<file path="src/rtl/alu_pkg.sv">
// Shared ALU definitions: operation codes used by the decoder and the execute
// stage, plus the state encoding of the iterative multiplier.
package alu_pkg;

  localparam logic [2:0] ALU_ADD = 3'b010;
  localparam logic [2:0] ALU_SUB = 3'b100;
  localparam logic [2:0] ALU_SLT = 3'b110;
  localparam logic [2:0] ALU_MUL = 3'b101;
  localparam logic [2:0] ALU_AND = 3'b000;
  localparam logic [2:0] ALU_OR  = 3'b001;

  typedef enum logic [1:0] {
    IDLE = 2'b00,
    BUSY = 2'b01,
    DONE = 2'b10
  } mul_state_t;

endpackage

</file>
<file path="src/rtl/alu_seq_mul_if.sv">
// Execute-stage ALU bundle: instruction/operands in, result and pipeline
// control (Stall, MulDone) out.
interface alu_seq_mul_if #(
  parameter int WIDTH = 32
);

  logic             Valid;
  logic [2:0]       ALUControl;
  logic [WIDTH-1:0] SrcA;
  logic [WIDTH-1:0] SrcB;
  logic [WIDTH-1:0] ALUResult;
  logic             Zero;
  logic             Stall;
  logic             MulDone;

  modport master (
    output Valid, ALUControl, SrcA, SrcB,
    input  ALUResult, Zero, Stall, MulDone
  );

  modport slave (
    input  Valid, ALUControl, SrcA, SrcB,
    output ALUResult, Zero, Stall, MulDone
  );

endinterface

</file>
<file path="src/rtl/alu_seq_mul_seq_multiplier.sv">
// Radix-2 shift-add multiplier producing the low WIDTH bits of the product.
// Define ALU_EARLY_TERM_EN to finish as soon as the remaining multiplier is zero.
module seq_multiplier
  import alu_pkg::*;
#(
  parameter int WIDTH = 32,
  parameter int CNT_W = 5
) (
  input  logic             clk,
  input  logic             rst,
  input  logic             start,
  input  logic [WIDTH-1:0] multiplicand_in,
  input  logic [WIDTH-1:0] multiplier_in,
  output logic             busy,
  output logic             done,
  output logic [WIDTH-1:0] product
);

  mul_state_t       state;
  mul_state_t       state_nxt;
  logic [WIDTH-1:0] mcand;
  logic [WIDTH-1:0] mplier;
  logic [WIDTH-1:0] prod;
  logic [CNT_W-1:0] count;
  logic [WIDTH-1:0] mplier_shift;
  logic             last_iter;

  assign mplier_shift = {1'b0, mplier[WIDTH-1:1]};

`ifdef ALU_EARLY_TERM_EN
  // Leave after this cycle if every remaining multiplier bit is already zero.
  assign last_iter = (count == CNT_W'(WIDTH - 1)) || (mplier_shift == {WIDTH{1'b0}});
`else
  assign last_iter = (count == CNT_W'(WIDTH - 1));
`endif

  // State register.
  always_ff @(posedge clk or posedge rst) begin
    if (rst) begin
      state <= IDLE;
    end else begin
      state <= state_nxt;
    end
  end

  // Next-state logic; DONE always falls back to IDLE so no launch is taken there.
  always_comb begin
    state_nxt = state;
    case (state)
      IDLE: begin
        if (start) begin
          state_nxt = BUSY;
        end else begin
          state_nxt = IDLE;
        end
      end
      BUSY: begin
        if (last_iter) begin
          state_nxt = DONE;
        end else begin
          state_nxt = BUSY;
        end
      end
      DONE:    state_nxt = IDLE;
      default: state_nxt = IDLE;
    endcase
  end

  // Datapath: load operands on launch, one shift-add step per BUSY cycle.
  always_ff @(posedge clk or posedge rst) begin
    if (rst) begin
      mcand  <= {WIDTH{1'b0}};
      mplier <= {WIDTH{1'b0}};
      prod   <= {WIDTH{1'b0}};
      count  <= {CNT_W{1'b0}};
    end else begin
      case (state)
        IDLE: begin
          if (start) begin
            mcand  <= multiplicand_in;
            mplier <= multiplier_in;
            prod   <= {WIDTH{1'b0}};
            count  <= {CNT_W{1'b0}};
          end
        end
        BUSY: begin
          if (mplier[0]) begin
            prod <= prod + mcand;
          end
          mcand  <= {mcand[WIDTH-2:0], 1'b0};
          mplier <= mplier_shift;
          count  <= count + {{(CNT_W-1){1'b0}}, 1'b1};
        end
        default: begin
          mcand  <= mcand;
          mplier <= mplier;
          prod   <= prod;
          count  <= count;
        end
      endcase
    end
  end

  assign busy    = (state == BUSY);
  assign done    = (state == DONE);
  assign product = prod;

endmodule

</file>
<file path="src/rtl/alu_seq_mul.sv">
// Execute-stage ALU: single-cycle add/sub/slt/and/or, multi-cycle mul with Stall.
// Optional macro ALU_EARLY_TERM_EN enables early exit of the multiplier.
module alu_seq_mul
  import alu_pkg::*;
#(
  parameter int WIDTH = 32,
  parameter int CNT_W = 5
) (
  input  logic         clk,
  input  logic         rst,
  alu_seq_mul_if.slave bus
);

  logic             start;
  logic             busy;
  logic             done;
  logic [WIDTH-1:0] product;
  logic [WIDTH-1:0] comb_result;
  logic [WIDTH-1:0] result;

  // Launch only from IDLE; operand and Valid changes while busy/done are ignored.
  assign start = bus.Valid && (bus.ALUControl == ALU_MUL) && !busy && !done;

  seq_multiplier #(
    .WIDTH (WIDTH),
    .CNT_W (CNT_W)
  ) u_mul (
    .clk             (clk),
    .rst             (rst),
    .start           (start),
    .multiplicand_in (bus.SrcA),
    .multiplier_in   (bus.SrcB),
    .busy            (busy),
    .done            (done),
    .product         (product)
  );

  // Single-cycle operations; unlisted codes behave as add.
  always_comb begin
    comb_result = {WIDTH{1'b0}};
    case (bus.ALUControl)
      ALU_ADD: comb_result = bus.SrcA + bus.SrcB;
      ALU_SUB: comb_result = bus.SrcA - bus.SrcB;
      ALU_SLT: begin
        if ($signed(bus.SrcA) < $signed(bus.SrcB)) begin
          comb_result = {{(WIDTH-1){1'b0}}, 1'b1};
        end else begin
          comb_result = {WIDTH{1'b0}};
        end
      end
      ALU_AND: comb_result = bus.SrcA & bus.SrcB;
      ALU_OR:  comb_result = bus.SrcA | bus.SrcB;
      ALU_MUL: comb_result = {WIDTH{1'b0}};
      default: comb_result = bus.SrcA + bus.SrcB;
    endcase
  end

  // Output selection: product in DONE, zero while a multiply is in flight.
  always_comb begin
    result = {WIDTH{1'b0}};
    if (done) begin
      result = product;
    end else if (busy || start) begin
      result = {WIDTH{1'b0}};
    end else begin
      result = comb_result;
    end
  end

  assign bus.ALUResult = result;
  assign bus.Zero      = (result == {WIDTH{1'b0}});
  assign bus.Stall     = start || busy;
  assign bus.MulDone   = done;

endmodule

</file>
<file path="src/flat_wrapper.sv">
// flat-port wrapper written by rule: the top's interface ports become plain ports
module alu_seq_mul_flat import alu_pkg::*;
#(
  parameter int WIDTH = 32,
  parameter int CNT_W = 5
)
  (clk, rst, bus_Valid, bus_ALUControl, bus_SrcA, bus_SrcB, bus_ALUResult, bus_Zero, bus_Stall, bus_MulDone);
  alu_seq_mul_if #(.WIDTH(WIDTH)) bus_i ();
  input  logic clk;
  input  logic rst;
  input wire logic [$bits(bus_i.Valid)-1:0] bus_Valid;
  input wire logic [$bits(bus_i.ALUControl)-1:0] bus_ALUControl;
  input wire logic [$bits(bus_i.SrcA)-1:0] bus_SrcA;
  input wire logic [$bits(bus_i.SrcB)-1:0] bus_SrcB;
  output wire logic [$bits(bus_i.ALUResult)-1:0] bus_ALUResult;
  output wire logic [$bits(bus_i.Zero)-1:0] bus_Zero;
  output wire logic [$bits(bus_i.Stall)-1:0] bus_Stall;
  output wire logic [$bits(bus_i.MulDone)-1:0] bus_MulDone;
  assign bus_i.Valid = bus_Valid;
  assign bus_i.ALUControl = bus_ALUControl;
  assign bus_i.SrcA = bus_SrcA;
  assign bus_i.SrcB = bus_SrcB;
  assign bus_ALUResult = bus_i.ALUResult;
  assign bus_Zero = bus_i.Zero;
  assign bus_Stall = bus_i.Stall;
  assign bus_MulDone = bus_i.MulDone;
  alu_seq_mul #(.WIDTH(WIDTH), .CNT_W(CNT_W)) u_core (.clk(clk), .rst(rst), .bus(bus_i));
endmodule
</file>
<file path="config.mk">
export PLATFORM = sky130hd
export DESIGN_NAME = alu_seq_mul_flat
export DESIGN_NICKNAME = d
export VERILOG_FILES = /design/src/rtl/alu_pkg.sv /design/src/rtl/alu_seq_mul_if.sv /design/src/rtl/alu_seq_mul_seq_multiplier.sv /design/src/rtl/alu_seq_mul.sv /design/src/flat_wrapper.sv
export SDC_FILE = /design/constraint.sdc
export NUM_CORES = 1
export LEC_CHECK = 0
export CAP_MARGIN = 20
export CORE_MARGIN = 2
export CORE_UTILIZATION = 50
export DETAILED_ROUTE_END_ITERATION = 12
export PLACE_DENSITY = 0.71
export SKIP_CTS_REPAIR_TIMING = 1
export SLEW_MARGIN = 20
export SYNTH_ARGS = -nofsm -noshare
export SYNTH_HDL_FRONTEND = slang
export SYNTH_HIERARCHICAL = 1
export SYNTH_SLANG_ARGS = --single-unit
</file>
<file path="constraint.sdc">
create_clock -name clk -period 6.8 [get_ports clk]
set_input_delay 1.36 -clock clk [delete_from_list [all_inputs] [get_ports clk]]
set_output_delay 1.36 -clock clk [all_outputs]
set_load 0.05 [all_outputs]
</file>
==> impl_metrics.json <==
{
  "run_status": "completed",
  "cts_tree": "built",
  "fmax_mhz": 149,
  "synth_edf_count": 0,
  "dpl_cell_area_mm2": 0.0159,
  "syn_nets": 1842,
  "fillCellCount": 2034,
  "finalSetupViolCount": 0,
  "synthSimpleGateAreaFrac_pct": 21.7,
  "synth_compound_area_share_pct": 30.9,
  "power_mw": 4.17,
  "gp_congestion": 1.02,
  "rows": 57,
  "slew_headroom_pct": 35.5,
  "hpwl_mm": 38.9,
  "cts_buffers": 9,
  "grt_use_total_pct": 38.2,
  "synthAdderAreaFrac_pct": 13.7,
  "cts_root_buf": "clkbuf_16",
  "antenna_cells": 0,
  "start_util_pct": 50.5,
  "crit_arrival_ns": 5.37,
  "synth.area.mux_share_pct": 1.44,
  "p_leak_nw": 8.32,
  "clk_latency_ns": 0.37,
  "synth_top_family_by_area": "compound AO/OA/AOI/OAI gates",
  "clock_power_share_pct": 13.3,
  "dr.pass1.iters": 6,
  "die_area_mm2": 0.0257,
  "num_io_pins": 105,
  "vdd_drop_max_v": 0.000219,
  "final_nets": 2205,
  "drc": 0,
  "synth_flop_cell": "dfrtp_1",
  "synth_top_area_share_pct": 21.1,
  "drt_iter0_drc": 1585,
  "min_path_type": "flop to flop",
  "fin_crit_sh_pct": 99.0,
  "yosysWarnings": 6,
  "end_kind": "primary output",
  "ys_async_sr_fraction_pct": 100,
  "drtAntennaViolNets": 0,
  "p_int_mw": 2.19,
  "worst_clock_skew_ns": 0.0151,
  "postSynthAreaPerCell_um2": 7.45,
  "synth_seq_area_share_pct": 21.1,
  "synthCells": 1640,
  "grt_pass1_wl_mm": 76.8,
  "gr-total-overflow": 0,
  "cts_buffer_depth": 2,
  "synth_largest_area_cell": "dfrtp_1",
  "power_frac_comb_pct": 59.5,
  "tightest_slew_ns": 0.965,
  "syn-cell-area_mm2": 0.0122,
  "grt_max_degree": 68,
  "drt_wl_total_mm": 50.8,
  "finalInstanceArea_mm2": 0.0173,
  "drive_gt1_share_pct": 28.7,
  "critical_path.max_fanout": 3,
  "drv_cap": 0,
  "cts-htree-levels": 3,
  "cts.clk_slew.worst_paths_ns": 0.08,
  "crit_type": "input pin to primary output",
  "io_buffers": 104,
  "ys_top_cells_by_area": "dfrtp_1 21%, ha_1 13%, a21oi_1 7.6%",
  "fp.dieH_um": 160,
  "grt_antenna_before_repair": 0,
  "synth_cell_type_count": 90,
  "synth_xor_area_share_pct": 4.16,
  "p_seq_share_pct": 27.2,
  "cp.required_ns": 5.44,
  "core_area_mm2": 0.0242,
  "switching_share_pct": 47.4,
  "cp-start-kind": "input pin",
  "multiInputGateArea_mm2": 0.00966,
  "routed-via-count": 14341,
  "ys_ff_latch": 103,
  "grt_pass1_vias": 13656,
  "clock_sinks": 103,
  "syn2layout_area_growth_pct": 41.3,
  "p_per_area_mw_per_mm2": 242,
  "slew_viol_final": 0,
  "final_hold_viol_count": 0,
  "p_switching_mw": 1.98,
  "regArea_mm2": 0.00258,
  "die_w_um": 160,
  "wl_per_cell_um": 21.8,
  "layout_min_cycle_time_ns": 6.73,
  "viasPerCell": 6.15
}
==> worst max-delay path, cell delays in order <==
cell,delay [ns]
dlymetal6s2s_1,0.14
inv_2,0.08
ha_4,0.29
o21bai_2,0.07
o211ai_1,0.33
buf_4,0.18
a31oi_2,0.10
buf_4,0.18
a211oi_4,0.28
buf_4,0.17
o21ai_2,0.06
a31oi_4,0.21
o31ai_4,0.07
or3_4,0.39
or4b_4,0.51
or4_4,0.46
nor4_4,0.30
buf_12,0.18
==> power groups by stage <==
stage	Combinational [mW]	Sequential [mW]	Clock, mW
after global routing	2.69	1.16	0.580
after global placement	2.26	1.12	0
final	2.48	1.13	0.556
after floorplan	1.54	1.02	0
after CTS	2.32	1.12	0.567
after detailed placement	2.31	1.13	0
==> cell type report <==
| cell class | instances | area share, % |
|---|---|---|
| timing repair buffer | 457 | 22.6 |
| inverter | 113 | 2.47 |
| multi-input combinational | 1319 | 55.9 |
| clock inverter | 6 | 0.370 |
| tap | 324 | 2.35 |
| sequential | 103 | 14.9 |
| clock buffer | 10 | 1.33 |
==> path summary, 6_finish.rpt <==
check | endpoint | cells after the start | startpoint | slack, ns
min reg2reg | u_core/u_mul/mplier[19]$_DFFE_PP0P_ | 2 | u_core/u_mul/mplier[19]$_DFFE_PP0P_ | 0.49
min | u_core/u_mul/mplier[19]$_DFFE_PP0P_ | 2 | u_core/u_mul/mplier[19]$_DFFE_PP0P_ | 0.49
max in group asynchronous | u_core/u_mul/mcand[13]$_DFFE_PP0P_ | 3 | rst | 4.13
max reg2reg | u_core/u_mul/mcand[12]$_DFFE_PP0P_ | 9 | u_core/u_mul/state[1]$_DFF_PP0_ | 2.75
min in group asynchronous | u_core/u_mul/mplier[6]$_DFFE_PP0P_ | 2 | rst | 1.48
max | bus_Zero | 18 | bus_SrcB[1] | 0.07
==> flip-flops by register name, indices dropped and copies added (netlist names) <==
register and count:
u_core/u_mul/product 32, u_core/u_mul/state 2, u_core/u_mul/mcand 32, u_core/u_mul/mplier 32, u_core/u_mul/count 5
==> synthesized netlist by cell type, types with 13 or more instances <==
| master | instances |
|---|---|
| a21oi_1 | 186 |
| nand2_1 | 173 |
| o21ai_0 | 154 |
| ha_1 | 129 |
| inv_1 | 113 |
| dfrtp_1 | 103 |
| nor2_1 | 100 |
| clkbuf_1 | 88 |
| nor2b_1 | 50 |
| a22oi_1 | 39 |
| xnor2_1 | 35 |
| and3b_1 | 31 |
| nor3_1 | 28 |
| o211ai_1 | 26 |
| a21o_1 | 25 |
| xor2_1 | 23 |
| nand3_1 | 22 |
| nand2b_1 | 21 |
| a211oi_1 | 17 |
| mux2i_1 | 15 |
| or3_1 | 14 |
| a31oi_1 | 13 |
| nand4_1 | 13 |
| o22ai_1 | 13 |
==> through the flow <==
step / TNS (ns) / setup WS [ns] / hold WS [ns] / util (%) / instances
floorplan: -0.112 / -0.112 / 0.450 / - / 1640
global placement: -0.671 / -0.506 / 0.462 / 65.9 / 2292
detailed placement: -0.862 / -0.677 / 0.471 / 65.9 / 2292
CTS: -0.904 / -0.701 / 0.490 / 67.1 / 2308
global route: -0.0451 / -0.0451 / 0.518 / 71.4 / 2332
finish: 0 / 0.0682 / 0.487 / 71.4 / 2332
==> logic make-up after synthesis <==
| group | after synthesis |
|---|---|
| flip-flops | 103 |
| adder cells (fa/ha/maj) | 132 |
| multiplexers | 17 |
| AO/OA/AOI/OAI | 597 |
| buffers and inverters | 218 |
| XOR/XNOR | 58 |
| AND/OR/NAND/NOR | 515 |
==> placed cells by master, fill, tap and decap left out, types with 7 or more instances in the layout <==
cell type	Yosys	routed
a211oi_1	17	10
a21o_1	25	25
a21oi_1	186	175
a21oi_2	0	10
a22o_1	11	11
a22oi_1	39	38
a31oi_1	13	10
and2_1	9	9
and3_1	10	9
and3b_1	31	31
buf_12	0	14
buf_4	3	359
clkbuf_16	0	9
clkdlybuf4s50_1	0	43
dfrtp_1	103	101
dlymetal6s2s_1	0	34
ha_1	129	102
ha_4	0	22
inv_1	113	85
inv_2	0	27
mux2i_1	15	15
nand2_1	173	171
nand2b_1	21	20
nand3_1	22	21
nand4_1	13	13
nor2_1	100	91
nor2_2	0	7
nor2b_1	50	46
nor3_1	28	23
nor4_1	10	7
o211ai_1	26	26
o21a_1	7	7
o21ai_0	154	143
o21ai_1	6	9
o21ai_2	0	7
o22ai_1	13	12
or3_1	14	9
xnor2_1	35	35
xor2_1	23	23
==> layer usage <==
metal | part of all wire [%] | routed length, um | up-vias | global-route usage [%]
met3 | 10 | 5310 | 86 | 9.07
li1 | - | - | 6620 | -
met5 | 0 | 0 | - | 0
met2 | 44 | 22300 | 745 | 58.8
met1 | 43 | 21800 | 6890 | 53.2
met4 | 2.9 | 1480 | 0 | 11.7
Note: power is estimated with default switching activity, not from simulation.
